==> config.mk <==
export PLATFORM = sky130hd
export DESIGN_NAME = uart_tx_serializer
export DESIGN_NICKNAME = d
export VERILOG_FILES = /design/src/rtl/uart_pkg.sv /design/src/rtl/uart_tx_fifo.sv /design/src/rtl/uart_tx_serializer.sv
export SDC_FILE = /design/constraint.sdc
export NUM_CORES = 1
export LEC_CHECK = 0
export BUFFER_PORTS_ARGS = -buffer_cell sky130_fd_sc_hd__buf_4
export CORE_MARGIN = 8
export CORE_UTILIZATION = 55
export DETAILED_ROUTE_END_ITERATION = 7
export GPL_ROUTABILITY_DRIVEN = 0
export HOLD_SLACK_MARGIN = 0.05
export PLACE_DENSITY = 0.73
export SETUP_SLACK_MARGIN = 0.15
export SLEW_MARGIN = 0
export SYNTH_ARGS = -nofsm -noshare
export SYNTH_HDL_FRONTEND = slang
export SYNTH_SLANG_ARGS = --single-unit
==> constraint.sdc <==
create_clock -name clk -period 5.9 [get_ports clk]
set_input_delay 0.885 -clock clk [delete_from_list [all_inputs] [get_ports clk]]
set_output_delay 0.885 -clock clk [all_outputs]
set_load 0.03 [all_outputs]
==> src/rtl/uart_pkg.sv <==
// Shared types and helpers for the UART transmit path.
// The optional parity feature is enabled by defining UART_TX_PARITY_EN.
package uart_pkg;

  typedef enum logic [2:0] {
    IDLE,
    START,
    DATA,
    PARITY,
    STOP
  } uart_tx_state_e;

  localparam logic UART_IDLE_LEVEL  = 1'b1;
  localparam logic UART_START_LEVEL = 1'b0;

  localparam int unsigned UART_MAX_DATA_BITS = 8;

  // Unused high bits must be zero; odd selects inverted (odd) parity.
  function automatic logic uart_parity(input logic [UART_MAX_DATA_BITS-1:0] data,
                                       input logic odd);
    return (^data) ^ odd;
  endfunction

endpackage

==> src/rtl/uart_tx_fifo.sv <==
// Synchronous FIFO buffering bytes ahead of the UART serializer.
// Pushes while full and pops while empty are ignored.
module uart_tx_fifo #(
  parameter int unsigned WIDTH = 8,
  parameter int unsigned DEPTH = 4
) (
  input  logic                     clk,
  input  logic                     rst,
  input  logic                     push_i,
  input  logic [WIDTH-1:0]         data_i,
  input  logic                     pop_i,
  output logic [WIDTH-1:0]         data_o,
  output logic                     full_o,
  output logic                     empty_o,
  output logic [$clog2(DEPTH):0]   count_o
);

  localparam int unsigned PW = $clog2(DEPTH);
  localparam int unsigned CW = PW + 1;
  localparam logic [CW-1:0] DEPTH_C = CW'(DEPTH);

  logic [WIDTH-1:0] mem_q [DEPTH];
  logic [PW-1:0]    wr_ptr_q, wr_ptr_d;
  logic [PW-1:0]    rd_ptr_q, rd_ptr_d;
  logic [CW-1:0]    count_q, count_d;
  logic             do_push, do_pop;

  assign full_o  = (count_q == DEPTH_C);
  assign empty_o = (count_q == '0);
  assign count_o = count_q;
  assign data_o  = mem_q[rd_ptr_q];

  assign do_push = push_i && !full_o;
  assign do_pop  = pop_i && !empty_o;

  always_comb begin
    wr_ptr_d = wr_ptr_q;
    rd_ptr_d = rd_ptr_q;
    count_d  = count_q;
    if (do_push) begin
      wr_ptr_d = wr_ptr_q + PW'(1);
    end
    if (do_pop) begin
      rd_ptr_d = rd_ptr_q + PW'(1);
    end
    case ({do_push, do_pop})
      2'b10:   count_d = count_q + CW'(1);
      2'b01:   count_d = count_q - CW'(1);
      default: count_d = count_q;
    endcase
  end

  always_ff @(posedge clk or posedge rst) begin
    if (rst) begin
      wr_ptr_q <= '0;
      rd_ptr_q <= '0;
      count_q  <= '0;
    end else begin
      wr_ptr_q <= wr_ptr_d;
      rd_ptr_q <= rd_ptr_d;
      count_q  <= count_d;
    end
  end

  always_ff @(posedge clk) begin
    if (do_push) begin
      mem_q[wr_ptr_q] <= data_i;
    end
  end

endmodule

==> src/rtl/uart_tx_serializer.sv <==
// UART transmitter: FIFO-buffered bytes serialized as start/data/[parity]/stop frames.
// Define UART_TX_PARITY_EN to add a parity bit (PARITY_ODD selects odd parity).
module uart_tx_serializer
  import uart_pkg::*;
#(
  parameter int unsigned CLKS_PER_BIT = 16,
  parameter int unsigned DATA_BITS    = 8,
  parameter int unsigned FIFO_DEPTH   = 4,
  parameter int unsigned STOP_BITS    = 1
`ifdef UART_TX_PARITY_EN
  ,
  parameter bit          PARITY_ODD   = 1'b0
`endif
) (
  input  logic                          clk,
  input  logic                          rst,
  input  logic [DATA_BITS-1:0]          tx_data,
  input  logic                          tx_valid,
  output logic                          tx_ready,
  output logic                          tx,
  output logic                          busy,
  output logic [$clog2(FIFO_DEPTH):0]   fifo_count
);

  localparam int unsigned BW = $clog2(CLKS_PER_BIT);
  localparam int unsigned IW = $clog2(DATA_BITS);
  localparam logic [BW-1:0] BAUD_LAST = BW'(CLKS_PER_BIT - 1);
  localparam logic [IW-1:0] BIT_LAST  = IW'(DATA_BITS - 1);
  localparam logic          STOP_LAST = (STOP_BITS == 2);

  uart_tx_state_e         state_q, state_d;
  logic [BW-1:0]          baud_q, baud_d;
  logic [IW-1:0]          bit_idx_q, bit_idx_d;
  logic                   stop_idx_q, stop_idx_d;
  logic [DATA_BITS-1:0]   shift_q, shift_d;
  logic                   tx_q, tx_d;
  logic                   baud_last;
  logic                   load_frame;

  logic                   fifo_pop;
  logic [DATA_BITS-1:0]   fifo_data;
  logic                   fifo_full;
  logic                   fifo_empty;

`ifdef UART_TX_PARITY_EN
  logic                   parity_q, parity_d;
  logic [UART_MAX_DATA_BITS-1:0] parity_src;
`endif

  uart_tx_fifo #(
    .WIDTH (DATA_BITS),
    .DEPTH (FIFO_DEPTH)
  ) u_fifo (
    .clk     (clk),
    .rst     (rst),
    .push_i  (tx_valid),
    .data_i  (tx_data),
    .pop_i   (fifo_pop),
    .data_o  (fifo_data),
    .full_o  (fifo_full),
    .empty_o (fifo_empty),
    .count_o (fifo_count)
  );

  assign tx_ready  = !fifo_full;
  assign tx        = tx_q;
  assign busy      = (state_q != IDLE) || (fifo_count != '0);
  assign baud_last = (baud_q == BAUD_LAST);

  // tx_d always carries the level of the state being entered, so the
  // registered line changes on the same edge as the state.
  always_comb begin
    state_d    = state_q;
    baud_d     = baud_q;
    bit_idx_d  = bit_idx_q;
    stop_idx_d = stop_idx_q;
    shift_d    = shift_q;
    tx_d       = tx_q;
    load_frame = 1'b0;
    fifo_pop   = 1'b0;
`ifdef UART_TX_PARITY_EN
    parity_d   = parity_q;
    parity_src = '0;
`endif

    case (state_q)
      IDLE: begin
        tx_d   = UART_IDLE_LEVEL;
        baud_d = '0;
        if (!fifo_empty) begin
          load_frame = 1'b1;
        end
      end

      START: begin
        if (baud_last) begin
          state_d   = DATA;
          baud_d    = '0;
          bit_idx_d = '0;
          tx_d      = shift_q[0];
        end else begin
          baud_d = baud_q + BW'(1);
        end
      end

      DATA: begin
        if (baud_last) begin
          baud_d = '0;
          if (bit_idx_q == BIT_LAST) begin
`ifdef UART_TX_PARITY_EN
            state_d = PARITY;
            tx_d    = parity_q;
`else
            state_d    = STOP;
            stop_idx_d = 1'b0;
            tx_d       = UART_IDLE_LEVEL;
`endif
          end else begin
            bit_idx_d = bit_idx_q + IW'(1);
            shift_d   = shift_q >> 1;
            tx_d      = shift_q[1];
          end
        end else begin
          baud_d = baud_q + BW'(1);
        end
      end

`ifdef UART_TX_PARITY_EN
      PARITY: begin
        if (baud_last) begin
          state_d    = STOP;
          baud_d     = '0;
          stop_idx_d = 1'b0;
          tx_d       = UART_IDLE_LEVEL;
        end else begin
          baud_d = baud_q + BW'(1);
        end
      end
`endif

      STOP: begin
        if (baud_last) begin
          baud_d = '0;
          if (stop_idx_q == STOP_LAST) begin
            if (!fifo_empty) begin
              load_frame = 1'b1;
            end else begin
              state_d = IDLE;
              tx_d    = UART_IDLE_LEVEL;
            end
          end else begin
            stop_idx_d = 1'b1;
          end
        end else begin
          baud_d = baud_q + BW'(1);
        end
      end

      default: begin
        state_d = IDLE;
        baud_d  = '0;
        tx_d    = UART_IDLE_LEVEL;
      end
    endcase

    // Shared by IDLE and the end of STOP: back-to-back frames skip IDLE.
    if (load_frame) begin
      fifo_pop = 1'b1;
      shift_d  = fifo_data;
      state_d  = START;
      baud_d   = '0;
      tx_d     = UART_START_LEVEL;
`ifdef UART_TX_PARITY_EN
      parity_src[DATA_BITS-1:0] = fifo_data;
      parity_d = uart_parity(parity_src, PARITY_ODD);
`endif
    end
  end

  always_ff @(posedge clk or posedge rst) begin
    if (rst) begin
      state_q    <= IDLE;
      baud_q     <= '0;
      bit_idx_q  <= '0;
      stop_idx_q <= 1'b0;
      shift_q    <= '0;
      tx_q       <= UART_IDLE_LEVEL;
    end else begin
      state_q    <= state_d;
      baud_q     <= baud_d;
      bit_idx_q  <= bit_idx_d;
      stop_idx_q <= stop_idx_d;
      shift_q    <= shift_d;
      tx_q       <= tx_d;
    end
  end

`ifdef UART_TX_PARITY_EN
  always_ff @(posedge clk or posedge rst) begin
    if (rst) begin
      parity_q <= 1'b0;
    end else begin
      parity_q <= parity_d;
    end
  end
`endif

endmodule

==> run_results.csv, run 1 <==
group,metric,value,unit
synthesis,ys_types,42,
setup_path,path_max_fanout,12,
timing,setup_viol,0,
floorplan,die_area,7140,µm²
routing,postRouteAntennaNets,0,
timing,slew_violations,0,
floorplan,rows,25,
global_route,overflow,0,
timing,min_period,2710,ps
clock_network,cts.clk_slew.worst_paths,60,ps
clock_network,clock-sinks,58,
place,dp.cells,238,
clock_network,cts_max_level,3,
setup_path,cp-end-kind,"register",
clock_network,cts_resized,0,
pwr,peakVddDrop,279,µV
clock_network,cts_hold_buf,0,
layout,fillers,344,
layout,layout_commonest_cell,"edfxtp_1",
floorplan,io-pin-count,17,
synthesis,postSynthAreaPerCell,14.7,µm²
routing,drt-initial-drc-count,171,
timing,relSlewSlack,32.7,%
setup_path,critPathRequiredTime,6160,ps
pwr,switchingPower,0.000287,W
clock_network,cts_root_buffer,"clkbuf_8",
pwr,p_sw_share,27.9,%
pwr,power_frac_comb,17.5,%
global_route,antenna_found_initial,0,
clock_network,cts_made_buffers,9,
global_route,grt_pass1_wl,7510,µm
synthesis,yosysWarnings,0,
synthesis,synth_flop_cell,"edfxtp_1",
timing,finalClockSkew,7.69,ps
routing,drcViolationCount,0,
routing,vias_per_cell,5.73,
setup_path,critPathLaunchType,"register",
setup_path,worst-setup-path-type,"register to register",
synthesis,synth_area_leaders,"edfxtp_1 (37%), dfrtp_1 (24%), mux4_2 (7.0%)",
timing,final_hold_viol_count,0,
layout,drive_above_1_share,23.5,%
layout,register_area,1610,µm²
hold_path,hold_path.class,"register to register",
floorplan,core,4630,µm²
setup_path,worstPathArrival,2970,ps
pwr,p_leak,1.18,nW
pwr,p_int,0.000741,W
routing,finalWirelength,4560,µm
layout,multi_input_area,863,µm²
clock_network,clkLatencyLatePin,340,ps
synthesis,synth-edff-count,32,
routing,num_vias,1456,
routing,dr.pass1.iters,4,
timing,post-route-period-util,45.9,%
pwr,power.density,357,nW/µm²
timing,max_freq,0.369,GHz
synthesis,ys_seq_area_share,62.5,%
global_route,grt_max_degree,27,
layout,insertedDiodeCount,0,
floorplan,die_w,84.5,µm
pwr,p_clk_share,31.3,%
timing,holdWs,468,ps
routing,wl_per_cell,18.0,µm
place,portBuffers,16,
synthesis,ys_async_sr_fraction,44.8,%
synthesis,yosys.area.top_type,"edfxtp_1",
global_route,grt_pass1_vias,1519,
timing,rsz0062_at_grt,"no",
place,dp_hpwl,3230,µm
clock_network,cts_setup_buffers,0,
layout,areaGrowthSynthToFinish,11.6,%
place,placed_area,2700,µm²
layout,layout_common_cells,"edfxtp_1 (32), dfrtp_1 (25), buf_4 (16)",
clock_network,cts_tree,"done",
timing,tightest_slew,1010,ps
synthesis,syn_nets,196,
timing,setup_tns,0,ps
layout,instances_no_fill,254,
outcome,status,"finished, final reports clean",
layout,layout.nets,215,
synthesis,synthCells,176,
pwr,power_frac_seq,51.2,%
synthesis,synth-seq-cells,58,
synthesis,syn-cell-area,2580,µm²
flow_run,max-cap-violations,0,
floorplan,start_util,55.7,%
synthesis,synth_top_area_share,37.3,%
clock_network,cts.path.max_buffers,2,
layout,final_area,2880,µm²
global_route,grtUsageTotal,14.0,%
floorplan,fp.dieH,84.5,µm
## worst paths after layout
| path | startpoint | end | slack (ps) | depth (start not counted) |
|---|---|---|---|---|
| max | baud_q[0] | u_fifo.count_o[2] | 3190 | 10 |
| min in group asynchronous | rst | state_q[1] | 790 | 2 |
| min | baud_q[0] | baud_q[0] | 470 | 1 |
| min reg2reg | baud_q[0] | baud_q[0] | 470 | 1 |
| max reg2reg | baud_q[0] | u_fifo.count_o[2] | 3190 | 10 |
| max in group asynchronous | rst | baud_q[3] | 4490 | 2 |
## kinds of logic (layout without fill, tap and decap cells)
family                   count (synthesis)  after routing  share of synthesized area (%)
AO/OA/AOI/OAI                           23             23                           5.92
XOR/XNOR                                 8              8                           3.01
adder cells (fa/ha/maj)                  9              9                           4.66
buffers and inverters                   17             41                           3.98
flip-flops                              58             58                           62.5
multiplexers                            14             14                           9.56
AND/OR/NAND/NOR                         47             47                           10.3
## sequential cells by signal, indices dropped and copies added (netlist names)
name and count:
u_fifo.mem_q 32, shift_q 8, baud_q 4, bit_idx_q 3, state_q 3, u_fifo.count_o 3
u_fifo.rd_ptr_q 2, u_fifo.wr_ptr_q 2, tx 1
## Yosys cell counts, types with 2 or more instances
cell type	instances
edfxtp_1	32
dfrtp_1	25
nand2_1	14
nand3_1	9
ha_1	8
inv_1	8
mux4_2	8
and3_1	7
a22oi_1	6
nor2_1	6
o21ai_0	5
mux2i_1	4
xor2_1	4
a21oi_1	3
clkbuf_1	3
xnor2_1	3
a31oi_1	2
buf_2	2
buf_6	2
nand2b_1	2
nor3_1	2
## per-layer routing
layer / global-route usage, % / wire length (µm)
met1: 16.5 / 1960
met2: 21.6 / 2320
met3: 4.88 / 191
met4: 8.25 / 81
met5: 0 / 0
## critical path, cell delays in order, from the launching register on
cell	delay (ps)
dfrtp_1	370
ha_1	260
nand3_4	150
a2111o_1	600
clkinv_4	180
ha_1	200
inv_1	60
fa_1	390
xor2_1	160
nor2_1	110
xor2_1	150
## stage by stage
step           util, %  setup WS, ps  power, W
4_1_cts           62.2          3170   0.00104
6_report          62.2          3190   0.00103
3_5_place_dp      58.4          3200  0.000716
5_1_grt           62.2          2990   0.00107
3_3_place_gp      58.4          3320  0.000699
2_1_floorplan        -          3420  0.000646
## power by group through the flow
stage	combinational, W	clock, W	sequential (W)
global route	0.000199	0.000344	0.000531
global placement	0.000172	0	0.000528
CTS	0.000185	0.000331	0.000526
floorplan	0.0000998	0	0.000546
detailed placement	0.000182	0	0.000534
finish	0.000180	0.000322	0.000526
## cell type report
cell class | count | area share [%]
timing repair buffer | 16 | 4.17
inverter | 9 | 1.35
clock buffer | 14 | 5.65
tap | 54 | 2.35
multi-input combinational | 101 | 30.0
sequential | 58 | 56.0
clock inverter | 2 | 0.435
Note: power is estimated with default switching activity, not from simulation.
==> run 2: changes to the inputs <==
Clock period 5.9 ns to 2.5 ns, I/O delays scaled along.
==> run_results.csv, run 2 (synthesized netlist as in run 1, its figures left out) <==
group,metric,value,unit
routing,wl_per_cell,17.7,µm
layout,drive_above_1_share,30.3,%
timing,max_freq,0.437,GHz
floorplan,rows,25,
clock_network,cts_made_buffers,9,
pwr,power.density,841,nW/µm²
layout,layout_commonest_cell,"edfxtp_1",
routing,finalWirelength,4640,µm
routing,drt-initial-drc-count,148,
setup_path,cp_slowest_stage_delay,490,ps
layout,multi_input_area,891,µm²
global_route,grt_pass1_wl,7650,µm
clock_network,cts_hold_buf,0,
place,portBuffers,16,
routing,postRouteAntennaNets,0,
clock_network,cts_root_buffer,"clkbuf_8",
place,dp_hpwl,3200,µm
clock_network,clkLatencyLatePin,330,ps
floorplan,io-pin-count,17,
routing,drcViolationCount,0,
timing,final_hold_viol_count,0,
timing,finalClockSkew,4.98,ps
timing,rsz0062_at_grt,"yes",
floorplan,die_area,7140,µm²
timing,setup_tns,0,ps
setup_path,path_max_fanout,7,
global_route,grtUsageTotal,14.1,%
setup_path,worstPathArrival,2510,ps
setup_path,worst-setup-path-type,"register to register",
timing,fin_ws,212,ps
pwr,p_leak,1.21,nW
setup_path,cp-end-kind,"register",
place,placed_area,2760,µm²
floorplan,die_w,84.5,µm
layout,areaGrowthSynthToFinish,15.9,%
setup_path,cpMaxStageDelayCell,"a2111o_1",
timing,slew_violations,0,
layout,layout_common_cells,"edfxtp_1 (32), buf_4 (24), dfrtp_1 (22)",
layout,largest_reg_flops,32,
layout,insertedDiodeCount,0,
setup_path,critPathLaunchType,"register",
layout,fillers,345,
layout,final_area,2990,µm²
pwr,peakVddDrop,563,µV
timing,tightest_slew,1000,ps
clock_network,cts_max_level,3,
timing,setup_viol,0,
clock_network,cts_tree,"done",
timing,relSlewSlack,33.1,%
timing,holdWs,238,ps
floorplan,fp.dieH,84.5,µm
setup_path,critPathRequiredTime,2720,ps
global_route,antenna_found_initial,0,
timing,min_period,2290,ps
layout,layout.nets,223,
layout,regMostFlops,"u_fifo.mem_q",
clock_network,cts.clk_slew.worst_paths,70,ps
outcome,status,"finished, final reports clean",
place,post-place-ws,184,ps
routing,num_vias,1505,
clock_network,cts.path.max_buffers,2,
timing,post-route-period-util,91.5,%
hold_path,hold_path.class,"primary input to register",
global_route,grt_pass1_vias,1584,
global_route,grt_max_degree,27,
routing,dr.pass1.iters,4,
clock_network,clock-sinks,58,
setup_path,cp_cell_sequence,"ha_4, nand3_4, a2111o_1, clkinv_4, ha_4, inv_1, fa_2, xor2_1, nor2_1, xor2_1",
floorplan,start_util,55.7,%
global_route,overflow,0,
routing,vias_per_cell,5.74,
layout,register_area,1620,µm²
floorplan,core,4630,µm²
flow_run,max-cap-violations,0,
layout,reg_top3,"u_fifo.mem_q x32, shift_q x8, baud_q x4",
-- run 2: worst paths after layout --
kind | slack [ps] | start | cells after the start | endpoint
min | 240 | tx_data[1] | 1 | u_fifo.mem_q[1][1]
min reg2reg | 500 | shift_q[5] | 2 | shift_q[4]
min in group asynchronous | 280 | rst | 2 | u_fifo.wr_ptr_q[1]
max | 210 | baud_q[0] | 10 | u_fifo.count_o[2]
max reg2reg | 210 | baud_q[0] | 10 | u_fifo.count_o[2]
max in group asynchronous | 1530 | rst | 3 | tx
-- run 2: critical path: cells and delay by family, from the launching register on --
family,cells,cell delay [ps]
adders and majority gates,3,640
AOI/OAI and AO/OA,1,490
DFF,1,410
xor gates and xnor gates,2,340
and+or+nand+nor,2,170
buffers and inverters,2,130
-- run 2: area by class of cell --
class	instances	area share [%]
sequential	58	54.1
tap	54	2.26
inverter	9	1.30
clock buffer	9	4.15
clock inverter	7	2.35
timing repair buffer	24	6.03
multi-input combinational	101	29.8
-- run 2: per-stage QoR --
step / util (%) / total power (W) / cells
after floorplan: - / 0.00153 / 176
after global placement: 59.6 / 0.00166 / 242
after detailed placement: 59.6 / 0.00170 / 242
after CTS: 63.8 / 0.00254 / 258
after global routing: 64.5 / 0.00263 / 262
final: 64.5 / 0.00251 / 262
-- run 2: timing repair --
action                                  in CTS  in global routing
endpoints found under the setup margin       0                  1
setup buffers                                0                  4
resized for setup                            0                  1
-- run 2: per-layer routing --
metal  vias to the layer above  global-route usage [%]  part of all wire (%)
li1                        706                       -                     -
met1                       755                    16.6                    41
met2                        34                    22.9                    53
met3                        10                    3.80                   4.5
met4                         0                    7.93                   1.7
met5                         -                       0                     0
-- run 2: where the power goes --
| part | internal (W) | total (W) | switching (W) | leakage, nW |
|---|---|---|---|---|
| registers | 0.00118 | 0.00124 | 0.0000679 | 0.610 |
| logic | 0.000173 | 0.000435 | 0.000262 | 0.515 |
| clock network | 0.000455 | 0.000835 | 0.000380 | 0.0889 |
| total | 0.00180 | 0.00251 | 0.000710 | 1.21 |
==> run 3: changes to the inputs <==
--- a/config.mk
+++ b/config.mk
@@ -15,3 +15,3 @@
 export SETUP_SLACK_MARGIN = 0.15
-export SLEW_MARGIN = 0
+export SLEW_MARGIN = 10
 export SYNTH_ARGS = -nofsm -noshare
==> constraint.sdc (replaced) <==
create_clock -name clk -period 2.5 [get_ports clk]
set_input_delay 0.25 -clock clk [delete_from_list [all_inputs] [get_ports clk]]
set_output_delay 0.25 -clock clk [all_outputs]
set_load 0.03 [all_outputs]
==> run_results.csv, run 3 (synthesized netlist as in run 1, its figures left out) <==
group,metric,value,unit
outcome,status,"finished, final reports clean",
pwr,finalPower,0.00251,W
routing,drcViolationCount,0,
routing,dr.pass1.iters,4,
global_route,overflow,0,
timing,final_hold_viol_count,0,
clock_network,cts.clk_slew.worst_paths,70,ps
setup_path,r2r-start,"baud_q[0]",
flow_run,max-cap-violations,0,
setup_path,cp.depth,10,
clock_network,cts_hold_buf,0,
setup_path,endpoint,"u_fifo.count_o[2]",
pwr,p_leak,1.21,nW
clock_network,clkLatencyLatePin,340,ps
clock_network,clock-sinks,58,
floorplan,io-pin-count,17,
floorplan,rows,25,
layout,instances_no_fill,262,
setup_path,timing.critical_path.from,"baud_q[0]",
routing,postRouteAntennaNets,0,
hold_path,hold_depth,1,
global_route,grt_max_degree,27,
layout,layout_common_cells,"edfxtp_1 (32), buf_4 (24), dfrtp_1 (22)",
timing,fin_ws,249,ps
clock_network,cts_tree,"done",
timing,min_period,2250,ps
setup_path,path_max_fanout,7,
setup_path,cp_slowest_stage_delay,490,ps
global_route,grtUsageTotal,13.8,%
layout,final_area,2990,µm²
pwr,power.density,842,nW/µm²
place,post-place-ws,170,ps
routing,finalWirelength,4600,µm
layout,layout_commonest_cell,"edfxtp_1",
routing,vias_per_cell,5.74,
setup_path,crit_family,"adder cells",
setup_path,cp-end-kind,"register",
setup_path,r2r_slack,250,ps
place,placed_area,2750,µm²
routing,num_vias,1504,
timing,finalClockSkew,7.79,ps
floorplan,die_area,7140,µm²
setup_path,critPathRequiredTime,2710,ps
clock_network,cts_made_buffers,9,
layout,reg_top3,"u_fifo.mem_q x32, shift_q x8, baud_q x4",
place,portBuffers,16,
layout,drive_above_1_share,30.3,%
floorplan,start_util,55.7,%
routing,drt-initial-drc-count,220,
floorplan,core,4630,µm²
timing,setup_viol,0,
global_route,grt_pass1_wl,7510,µm
layout,areaGrowthSynthToFinish,15.9,%
timing,post-route-period-util,90.0,%
timing,setup_tns,0,ps
global_route,antenna_found_initial,0,
global_route,grt_pass1_vias,1607,
place,dp.cells,241,
clock_network,cts_max_level,3,
layout,fillers,335,
setup_path,cpMaxStageDelayCell,"a2111o_1",
setup_path,critPathBufInv,2,
timing,rsz0062_at_grt,"no",
setup_path,worstPathArrival,2460,ps
timing,max_freq,0.444,GHz
layout,regMostFlops,"u_fifo.mem_q",
layout,layout.nets,223,
timing,tightest_slew,987,ps
floorplan,fp.dieH,84.5,µm
layout,insertedDiodeCount,0,
hold_path,hold_path.class,"primary input to register",
setup_path,cp_cell_sequence,"ha_4, nand3_4, a2111o_1, clkinv_4, ha_4, inv_1, fa_2, xor2_1, nor2_1, xor2_1",
floorplan,die_w,84.5,µm
pwr,peakVddDrop,653,µV
setup_path,worst-setup-path-type,"register to register",
clock_network,cts.path.max_buffers,2,
timing,slew_violations,0,
setup_path,critPathLaunchType,"register",
clock_network,cts_root_buffer,"clkbuf_8",
place,dp_hpwl,3180,µm
setup_path,reg2reg_depth,10,
routing,wl_per_cell,17.5,µm
timing,relSlewSlack,34.2,%
layout,largest_reg_flops,32,
setup_path,r2r-end,"u_fifo.count_o[2]",
run 3: what timing repair did:
action | CTS | global route
setup buffers | 1 | 4
endpoints found under the hold margin | 0 | 0
setup endpoints to repair | 1 | 1
gates resized for setup | 0 | 1
pin swaps | 0 | 3
run 3: how the worst min path moves through the flow:
| stage | start | to | slack [ps] |
|---|---|---|---|
| detailed placement | tx_data[1] | u_fifo.mem_q[0][1] | 450 |
| finish | tx_data[3] | u_fifo.mem_q[0][3] | 110 |
| global placement | tx_data[1] | u_fifo.mem_q[0][1] | 450 |
| floorplan | rst | baud_q[0] | 290 |
| global route | tx_data[1] | u_fifo.mem_q[0][1] | 100 |
| CTS | tx_data[1] | u_fifo.mem_q[0][1] | 100 |
run 3: final cells by class:
cell class / instances / area [µm²] / area share (%)
inverter: 9 / 38.8 / 1.30
timing repair buffer: 24 / 180 / 6.03
multi-input combinational: 101 / 891 / 29.8
clock buffer: 9 / 124 / 4.15
tap: 54 / 67.6 / 2.26
clock inverter: 7 / 70.1 / 2.35
sequential: 58 / 1620 / 54.1
run 3: through the flow:
step                utilization, %  hold WS (ps)
detailed placement            59.5           452
floorplan                        -           289
global route                  64.5           103
CTS                           63.8          99.8
global placement              59.5           449
finish                        64.5           109
run 3: where the power goes:
part | internal (W) | total, W | switching [W]
combinational | 0.000174 | 0.000436 | 0.000262
clock | 0.000455 | 0.000836 | 0.000381
sequential | 0.00118 | 0.00124 | 0.0000666
run 3: metal layers:
metal	vias to the layer above	GRT usage (%)	wire, µm
li1	708	-	-
met1	753	15.7	1890
met2	34	22.9	2440
met3	9	4.29	189
met4	0	6.96	78
met5	-	0	0
